$ cat src/rtl/hex_display_pkg.sv
`default_nettype none
// ============================================================================
// Module      : hex_display_pkg
// Description : Shared constants and helpers for the hex seven-segment
//               display scanner: active-low segment table and decode helper.
// Revision    : 1.0 - initial release
// ============================================================================
package hex_display_pkg;

    // Segment bit order is {g,f,e,d,c,b,a}; a 0 lights the segment.
    localparam logic [6:0] SEG_BLANK = 7'b1111111;

    // Entry n holds the pattern for hex digit n (entry 15 listed first).
    localparam logic [15:0][6:0] c_SEG_TABLE = {
        7'b0001110,  // F
        7'b0000110,  // E
        7'b0100001,  // d
        7'b1000110,  // C
        7'b0000011,  // b
        7'b0001000,  // A
        7'b0010000,  // 9
        7'b0000000,  // 8
        7'b1111000,  // 7
        7'b0000010,  // 6
        7'b0010010,  // 5
        7'b0011001,  // 4
        7'b0110000,  // 3
        7'b0100100,  // 2
        7'b1111001,  // 1
        7'b1000000   // 0
    };

    // Decode one hex nibble into its active-low segment pattern.
    function automatic logic [6:0] hex_to_seg(input logic [3:0] i_nibble);
        return c_SEG_TABLE[i_nibble];
    endfunction

endpackage : hex_display_pkg
`default_nettype wire

$ cat src/rtl/hex_seg_lut.sv
`default_nettype none
// ============================================================================
// Module      : hex_seg_lut
// Description : Combinational 4-bit hex to 7-segment (active-low) decoder.
// Revision    : 1.0 - initial release
// ============================================================================
module hex_seg_lut
    import hex_display_pkg::*;
(
    input  logic [3:0] i_nibble,
    output logic [6:0] o_seg
);

    assign o_seg = hex_to_seg(i_nibble);

endmodule : hex_seg_lut
`default_nettype wire

$ cat src/rtl/hex_display_scanner.sv
`default_nettype none
// ============================================================================
// Module      : hex_display_scanner
// Description : Time-multiplexed common-anode seven-segment driver for
//               NUM_DIGITS hex digits with per-digit blanking, decimal
//               points, leading-zero blanking, anti-ghosting blank interval
//               and double-buffered frames committed on frame boundaries.
// Revision    : 1.0 - initial release
// ============================================================================
module hex_display_scanner
    import hex_display_pkg::*;
#(
    parameter int NUM_DIGITS   = 8,
    parameter int SCAN_DIV     = 100000,
    parameter int BLANK_CYCLES = 1000
) (
    input  logic                    clk,
    input  logic                    rst_n,
    input  logic                    load,
    input  logic [4*NUM_DIGITS-1:0] value,
    input  logic [NUM_DIGITS-1:0]   blank,
    input  logic [NUM_DIGITS-1:0]   dp,
    input  logic                    lzb,
    output logic [6:0]              seg_n,
    output logic                    dp_n,
    output logic [NUM_DIGITS-1:0]   an_n,
    output logic                    frame_done
);

    localparam int c_CNT_W = (SCAN_DIV > 1) ? $clog2(SCAN_DIV) : 1;
    localparam int c_IDX_W = $clog2(NUM_DIGITS);

    localparam logic [c_CNT_W-1:0] c_CNT_LAST = c_CNT_W'(SCAN_DIV - 1);
    localparam logic [c_IDX_W-1:0] c_IDX_LAST = c_IDX_W'(NUM_DIGITS - 1);

    // ------------------------------------------------------------------
    // Scan state
    // ------------------------------------------------------------------
    logic [c_CNT_W-1:0] r_cnt;
    logic [c_IDX_W-1:0] r_idx;
    logic               r_wrapped;   // the previous cycle closed a frame

    // ------------------------------------------------------------------
    // Pending and active frame buffers
    // ------------------------------------------------------------------
    logic [4*NUM_DIGITS-1:0] r_pend_value;
    logic [NUM_DIGITS-1:0]   r_pend_blank;
    logic [NUM_DIGITS-1:0]   r_pend_dp;
    logic                    r_pend_lzb;
    logic                    r_pend_valid;

    logic [4*NUM_DIGITS-1:0] r_act_value;
    logic [NUM_DIGITS-1:0]   r_act_blank;
    logic [NUM_DIGITS-1:0]   r_act_dp;
    logic                    r_act_lzb;

    // ------------------------------------------------------------------
    // Combinational helpers
    // ------------------------------------------------------------------
    logic                  w_slot_end;
    logic                  w_frame_end;
    logic                  w_in_blank;
    logic [NUM_DIGITS-1:0] w_nz_from;   // bit i: some nibble at i or above is non-zero
    logic [NUM_DIGITS-1:0] w_off;       // bit i: digit i shows nothing
    logic [3:0]            w_cur_nib;
    logic                  w_cur_off;
    logic                  w_cur_dp;
    logic [6:0]            w_lut_seg;

    assign w_slot_end  = (r_cnt == c_CNT_LAST);
    assign w_frame_end = w_slot_end && (r_idx == c_IDX_LAST);

    // Anodes stay off for the first BLANK_CYCLES of each slot so the
    // previous digit's segments never bleed into the next one.
    if (BLANK_CYCLES == 0) begin : g_no_blank
        assign w_in_blank = 1'b0;
    end else begin : g_blank
        assign w_in_blank = (r_cnt < c_CNT_W'(BLANK_CYCLES));
    end

    // Zero-scan from the most significant digit downwards; a digit is a
    // leading zero when it and everything above it are zero. Digit 0 is
    // always kept so a zero value still shows "0".
    for (genvar gi = 0; gi < NUM_DIGITS; gi++) begin : g_lz
        if (gi == NUM_DIGITS - 1) begin : g_msb
            assign w_nz_from[gi] = |r_act_value[4*gi +: 4];
        end else begin : g_lower
            assign w_nz_from[gi] = (|r_act_value[4*gi +: 4]) | w_nz_from[gi+1];
        end

        if (gi == 0) begin : g_lsd
            assign w_off[gi] = r_act_blank[gi];
        end else begin : g_upper
            assign w_off[gi] = r_act_blank[gi] | (r_act_lzb & ~w_nz_from[gi]);
        end
    end

    // Select the digit currently being scanned; one decoder serves all.
    assign w_cur_nib = 4'(r_act_value >> {r_idx, 2'b00});
    assign w_cur_off = w_off[r_idx];
    assign w_cur_dp  = r_act_dp[r_idx];

    hex_seg_lut u_seg_lut (
        .i_nibble (w_cur_nib),
        .o_seg    (w_lut_seg)
    );

    // Slot counter and digit index advance.
    always_ff @(posedge clk or negedge rst_n) begin
        if (!rst_n) begin
            r_cnt     <= '0;
            r_idx     <= '0;
            r_wrapped <= 1'b0;
        end else begin
            r_wrapped <= w_frame_end;
            if (w_slot_end) begin
                r_cnt <= '0;
                r_idx <= (r_idx == c_IDX_LAST) ? '0 : r_idx + 1'b1;
            end else begin
                r_cnt <= r_cnt + 1'b1;
            end
        end
    end

    // Pending buffer: the latest load wins until the frame boundary.
    always_ff @(posedge clk or negedge rst_n) begin
        if (!rst_n) begin
            r_pend_value <= '0;
            r_pend_blank <= '0;
            r_pend_dp    <= '0;
            r_pend_lzb   <= 1'b0;
            r_pend_valid <= 1'b0;
        end else if (w_frame_end) begin
            // Any pending frame (or a same-cycle load) is consumed now.
            r_pend_valid <= 1'b0;
        end else if (load) begin
            r_pend_value <= value;
            r_pend_blank <= blank;
            r_pend_dp    <= dp;
            r_pend_lzb   <= lzb;
            r_pend_valid <= 1'b1;
        end
    end

    // Active buffer: updated only on the last cycle of a frame, so a frame
    // is never shown half old and half new. A load arriving in that very
    // cycle bypasses the pending buffer.
    always_ff @(posedge clk or negedge rst_n) begin
        if (!rst_n) begin
            r_act_value <= '0;
            r_act_blank <= '1;
            r_act_dp    <= '0;
            r_act_lzb   <= 1'b0;
        end else if (w_frame_end) begin
            if (load) begin
                r_act_value <= value;
                r_act_blank <= blank;
                r_act_dp    <= dp;
                r_act_lzb   <= lzb;
            end else if (r_pend_valid) begin
                r_act_value <= r_pend_value;
                r_act_blank <= r_pend_blank;
                r_act_dp    <= r_pend_dp;
                r_act_lzb   <= r_pend_lzb;
            end
        end
    end

    // Registered display outputs, one cycle behind the scan state.
    always_ff @(posedge clk or negedge rst_n) begin
        if (!rst_n) begin
            seg_n      <= SEG_BLANK;
            dp_n       <= 1'b1;
            an_n       <= '1;
            frame_done <= 1'b0;
        end else begin
            seg_n      <= w_cur_off ? SEG_BLANK : w_lut_seg;
            dp_n       <= ~(w_cur_dp & ~w_cur_off);
            an_n       <= w_in_blank ? '1 : ~(NUM_DIGITS'(1) << r_idx);
            frame_done <= r_wrapped;
        end
    end

endmodule : hex_display_scanner
`default_nettype wire
$ cat config.mk
export PLATFORM = sky130hd
export DESIGN_NAME = hex_display_scanner
export DESIGN_NICKNAME = d
export VERILOG_FILES = /design/src/rtl/hex_display_pkg.sv /design/src/rtl/hex_seg_lut.sv /design/src/rtl/hex_display_scanner.sv
export SDC_FILE = /design/constraint.sdc
export NUM_CORES = 1
export LEC_CHECK = 0
export CAP_MARGIN = 20
export CORE_UTILIZATION = 40
export DETAILED_ROUTE_END_ITERATION = 8
export PLACE_DENSITY = 0.6
export REMOVE_ABC_BUFFERS = 1
export SETUP_SLACK_MARGIN = 0.1
export SYNTH_ARGS = -nofsm -noshare
export SYNTH_HDL_FRONTEND = slang
export SYNTH_SLANG_ARGS = --single-unit
$ cat constraint.sdc
create_clock -name clk -period 3.7 [get_ports clk]
set_input_delay 0.74 -clock clk [delete_from_list [all_inputs] [get_ports clk]]
set_output_delay 0.74 -clock clk [all_outputs]
set_load 0.05 [all_outputs]
==> results <==
- The proportion of netlist area held by the largest area contributor is 43.5%.
- For this run, the total global-route usage over all layers was measured as 17.2%.
- The wire length of the first global-routing pass is 21700 um.
- At the pin with the least slew margin, the transition time is 0.847 ns.
- By area the synthesized netlist is led by sky130_fd_sc_hd__dfrtp_1 43%, sky130_fd_sc_hd__dfstp_2 9.7%, sky130_fd_sc_hd__mux2i_1 8.8%, sky130_fd_sc_hd__mux2_2 7.3%, sky130_fd_sc_hd__a21oi_1 4.1%.
- For the worst setup path, the data arrival time is 3.20 ns.
- The final weighted congestion in routability-driven placement is 0.825.
- The final core utilization is 49.7%.
- Dividing the detail-routed wire length by the instance count gives 15.5 um.
- The number of global-route vias before repair is 4218.
- The wire-length estimate of the detail-placed layout is 8740 um.
- Summed over all cells, the static leakage comes to 3.53 nW.
- The number of instances resized during post-cts repair is 0.
- The worst IR drop on VDD is 0.304 mV.
- The number of pins exceeding their max-slew limit in the final report is 0.
- The final number of hold-violating endpoints was 0.
- Derived from the worst setup path, the maximum achievable clock frequency is 0.346 GHz.
- The mean number of vias per cell is 5.05.
- In this run the vertical extent of the chip is 130 um.
- Each instance of the synthesized netlist takes up on average 12.2 um^2.
- Setup total negative slack on the finished layout was measured at 0 ns.
- Prior to clock tree synthesis, the placed netlist has a worst setup slack of 0.830 ns.
- The count of nets left with antenna violations after detail routing is 0.
- The flip-flop cell with the highest count after synthesis is sky130_fd_sc_hd__dfrtp_1.
- The type of the worst setup path is reg2reg.
- Of the cells placed in the final design, the portion with a size suffix greater than 1 is 21.7%.
- Between clock sinks in the finished design, the worst skew comes to 0.00684 ns.
- The growth of design area from synthesis to finish is 21.3%.
- The min-delay analysis places its worst path in the category in2async.
- The DRC marker count from the first detailed-route iteration is 202.
- For the finished layout, the period the worst path requires is 2.89 ns.
- The length of the first detailed-routing pass in iterations is 4.
- After clock tree synthesis, the clock-pin slew on the worst setup and hold paths is 0.06 ns.
- The initial antenna violation count is 0.
- For this run, the register share of the synthesized area comes to 53.2%.
- The DRC violation count after routing is 0.
- The XOR/XNOR share of the synthesized area is 1.62%.
- In this run the clock root is driven by a sky130_fd_sc_hd__clkbuf_16.
- The number of clock buffers added by TritonCTS is 17.
- After synthesis, the netlist uses 49 different library cells.
- Input and output buffers added on the ports amount to 68.
- The number of maximum-capacitance constraint violations is 0.
- The leftover overflow at the end of global routing is 0.
- The post-synthesis mux area share is 22.4%.
- In this run the cell area of the synthesized design comes to 6510 um^2.
- The maximum buffer depth of the clock tree is 2.
- After synthesis, the share of flip-flops with an asynchronous set or reset is 100%.
- The area fraction in compound gates after synthesis is 6.44%.
- The total length of routed wires is 12800 um.
- The largest net degree at the start of global routing is 82.
- TritonCTS built the clock tree.
- The final clock period utilization by the worst path is 78.2%.
- Once layout is done, the placed cells without fillers occupy 7890 um^2.
- For this configuration, the core starts out at a cell density of 41.0%.
- The number of endpoints failing setup at the final stage is 0.
- The antenna diode count is 0.
- The dominant cell type by area after synthesis is sky130_fd_sc_hd__dfrtp_1.
- After Yosys synthesis, and, or, nand and nor cells account for 10.5% of the synthesized area.
- After the flow finishes, the layout carries non-filler instances totaling 829.
- The adder and majority cell fraction of the synthesized area is 2.50%.
- After technology mapping, the gate count stands at 533.
- The count of fill cells added during filler insertion is 1425.
- Setup repair after global routing left no endpoint under its margin.
- The total number of clock tree sinks is 137.
- The worst setup path is captured at a register.
- The run finished with clean final reports.
- Row generation in the floorplan step produced 46 rows.
- In this run the tightest slew margin relative to its limit is 43.6%.
- The element type at the critical path start is a register.
- For this design the ratio of total power to cell area is 430 nW/um^2.
- Summing over every cut layer, the via total after detailed routing is 4189.
- After the last flow step, the layout net total stands at 665.
- The number of setup buffers added after CTS is 0.
- The number of cells in the design after placement is 797.
- The clock reaches the later pin of the worst-skew pair after 0.42 ns.
- The die extent in x is 130 um.
- By area, the combinational part of the netlist is dominated by multiplexers.
- Synthesis inferred 137 register bits.
- During synthesis, Yosys emitted a total of 0 warnings.
- The most repeated cell in the gate-level netlist after synthesis is sky130_fd_sc_hd__dfrtp_1.
- Once placement finished, the instance area stood at 7340 um^2.
- The synthesized design contains 0 enable-type register cells.
- After synthesis, the most frequently instantiated cells are 113 x sky130_fd_sc_hd__dfrtp_1, 64 x sky130_fd_sc_hd__nor2_1, 57 x sky130_fd_sc_hd__mux2i_1.
- The cts-stage hold buffer count is 0.
- The slack of the critical path is 0.806 ns.
- For this design the top-level I/O count stands at 69.
- After floorplanning, the core was sized to cover 15900 um^2.
- In this run the number of H-tree levels came out at 4.
- The area of the die is 16800 um^2.
- Data on the critical path is required at its endpoint by 4.01 ns.
- The highest fanout seen on the critical path is 15.
- On the final layout, the worst hold slack is 0.354 ns.
- After layout, the design draws a total of 3.39 mW.
[report_power, final]
group	switching [mW]	leakage, nW	internal [mW]
clock network	0.656	0.269	0.922
registers	0.0255	1.70	1.55
logic	0.100	1.56	0.135
[worst max-delay path, stage by stage (launching register included)]
cell                      delay, ns
sky130_fd_sc_hd__dfrtp_1       0.81
sky130_fd_sc_hd__mux4_2        0.59
sky130_fd_sc_hd__mux2i_1       0.48
sky130_fd_sc_hd__inv_1         0.14
sky130_fd_sc_hd__ha_1          0.26
sky130_fd_sc_hd__mux2_2        0.27
sky130_fd_sc_hd__a22oi_1       0.14
sky130_fd_sc_hd__nand3_1       0.10
[per-layer routing]
| layer | vias to the layer above | part of all wire [%] | GRT usage (%) |
|---|---|---|---|
| met3 | 15 | 3.8 | 3.67 |
| met4 | 0 | 1.8 | 7.46 |
| met1 | 2066 | 48 | 23.8 |
| li1 | 2033 | - | - |
| met2 | 75 | 47 | 26.1 |
| met5 | - | 0 | 0 |
[final timing paths]
| check | startpoint | to | slack (ns) | cells past startpoint |
|---|---|---|---|---|
| worst max register to register | r_idx[1]$_DFFE_PN0N_ | seg_n[6]$_DFF_PN1_ | 0.81 | 7 |
| min in group clk | r_wrapped$_DFF_PN0_ | frame_done$_DFF_PN0_ | 0.35 | 0 |
| worst min register to register | r_wrapped$_DFF_PN0_ | frame_done$_DFF_PN0_ | 0.35 | 0 |
| worst min-delay path | rst_n | r_pend_value[10]$_DFFE_PN0P_ | 0.35 | 1 |
| max in group asynchronous | rst_n | r_act_blank[3]$_DFFE_PN1P_ | 2.54 | 2 |
| worst max-delay path | r_idx[1]$_DFFE_PN0N_ | seg_n[6]$_DFF_PN1_ | 0.81 | 7 |
[final cells by class]
type / instances / area [um^2] / area share [%]
sequential: 137 / 3460 / 43.8
multi-input combinational: 361 / 2830 / 35.8
timing repair buffer: 74 / 747 / 9.46
clock buffer: 17 / 425 / 5.39
tap: 216 / 270 / 3.42
clock inverter: 15 / 130 / 1.65
inverter: 9 / 33.8 / 0.428
[logic make-up after synthesis]
logic type	count (synthesis)
mux	121
flops	137
fa+ha+maj	13
buf+inv	35
xor+xnor	12
simple gates	141
compound gates	74
[sequential cells by signal, indices dropped and copies added (netlist names), 3 cells and up]
register / count
an_n: 8
r_act_blank: 8
r_act_dp: 8
r_act_value: 32
r_cnt: 17
r_idx: 3
r_pend_blank: 8
r_pend_dp: 8
r_pend_value: 32
seg_n: 7
[layout by cell type, fill, tap and decap left out, drive strengths merged, types with 4 or more instances in the layout]
cell and n:
dfrtp 113, mux4 10, clkinv 10, inv 10
xnor2 6, nor2 64, xor2 6, mux2i 59
nor3 5, a21oi 53, clkbuf 17, ha 13
nor4 9, o21ai 7, buf 8, mux2 52
nand2 24, and3 5, nor2b 4, dfstp 24
a22oi 4, nand3 13, clkdlybuf4s50 66
No activity file was read; power rests on OpenSTA's default activity.
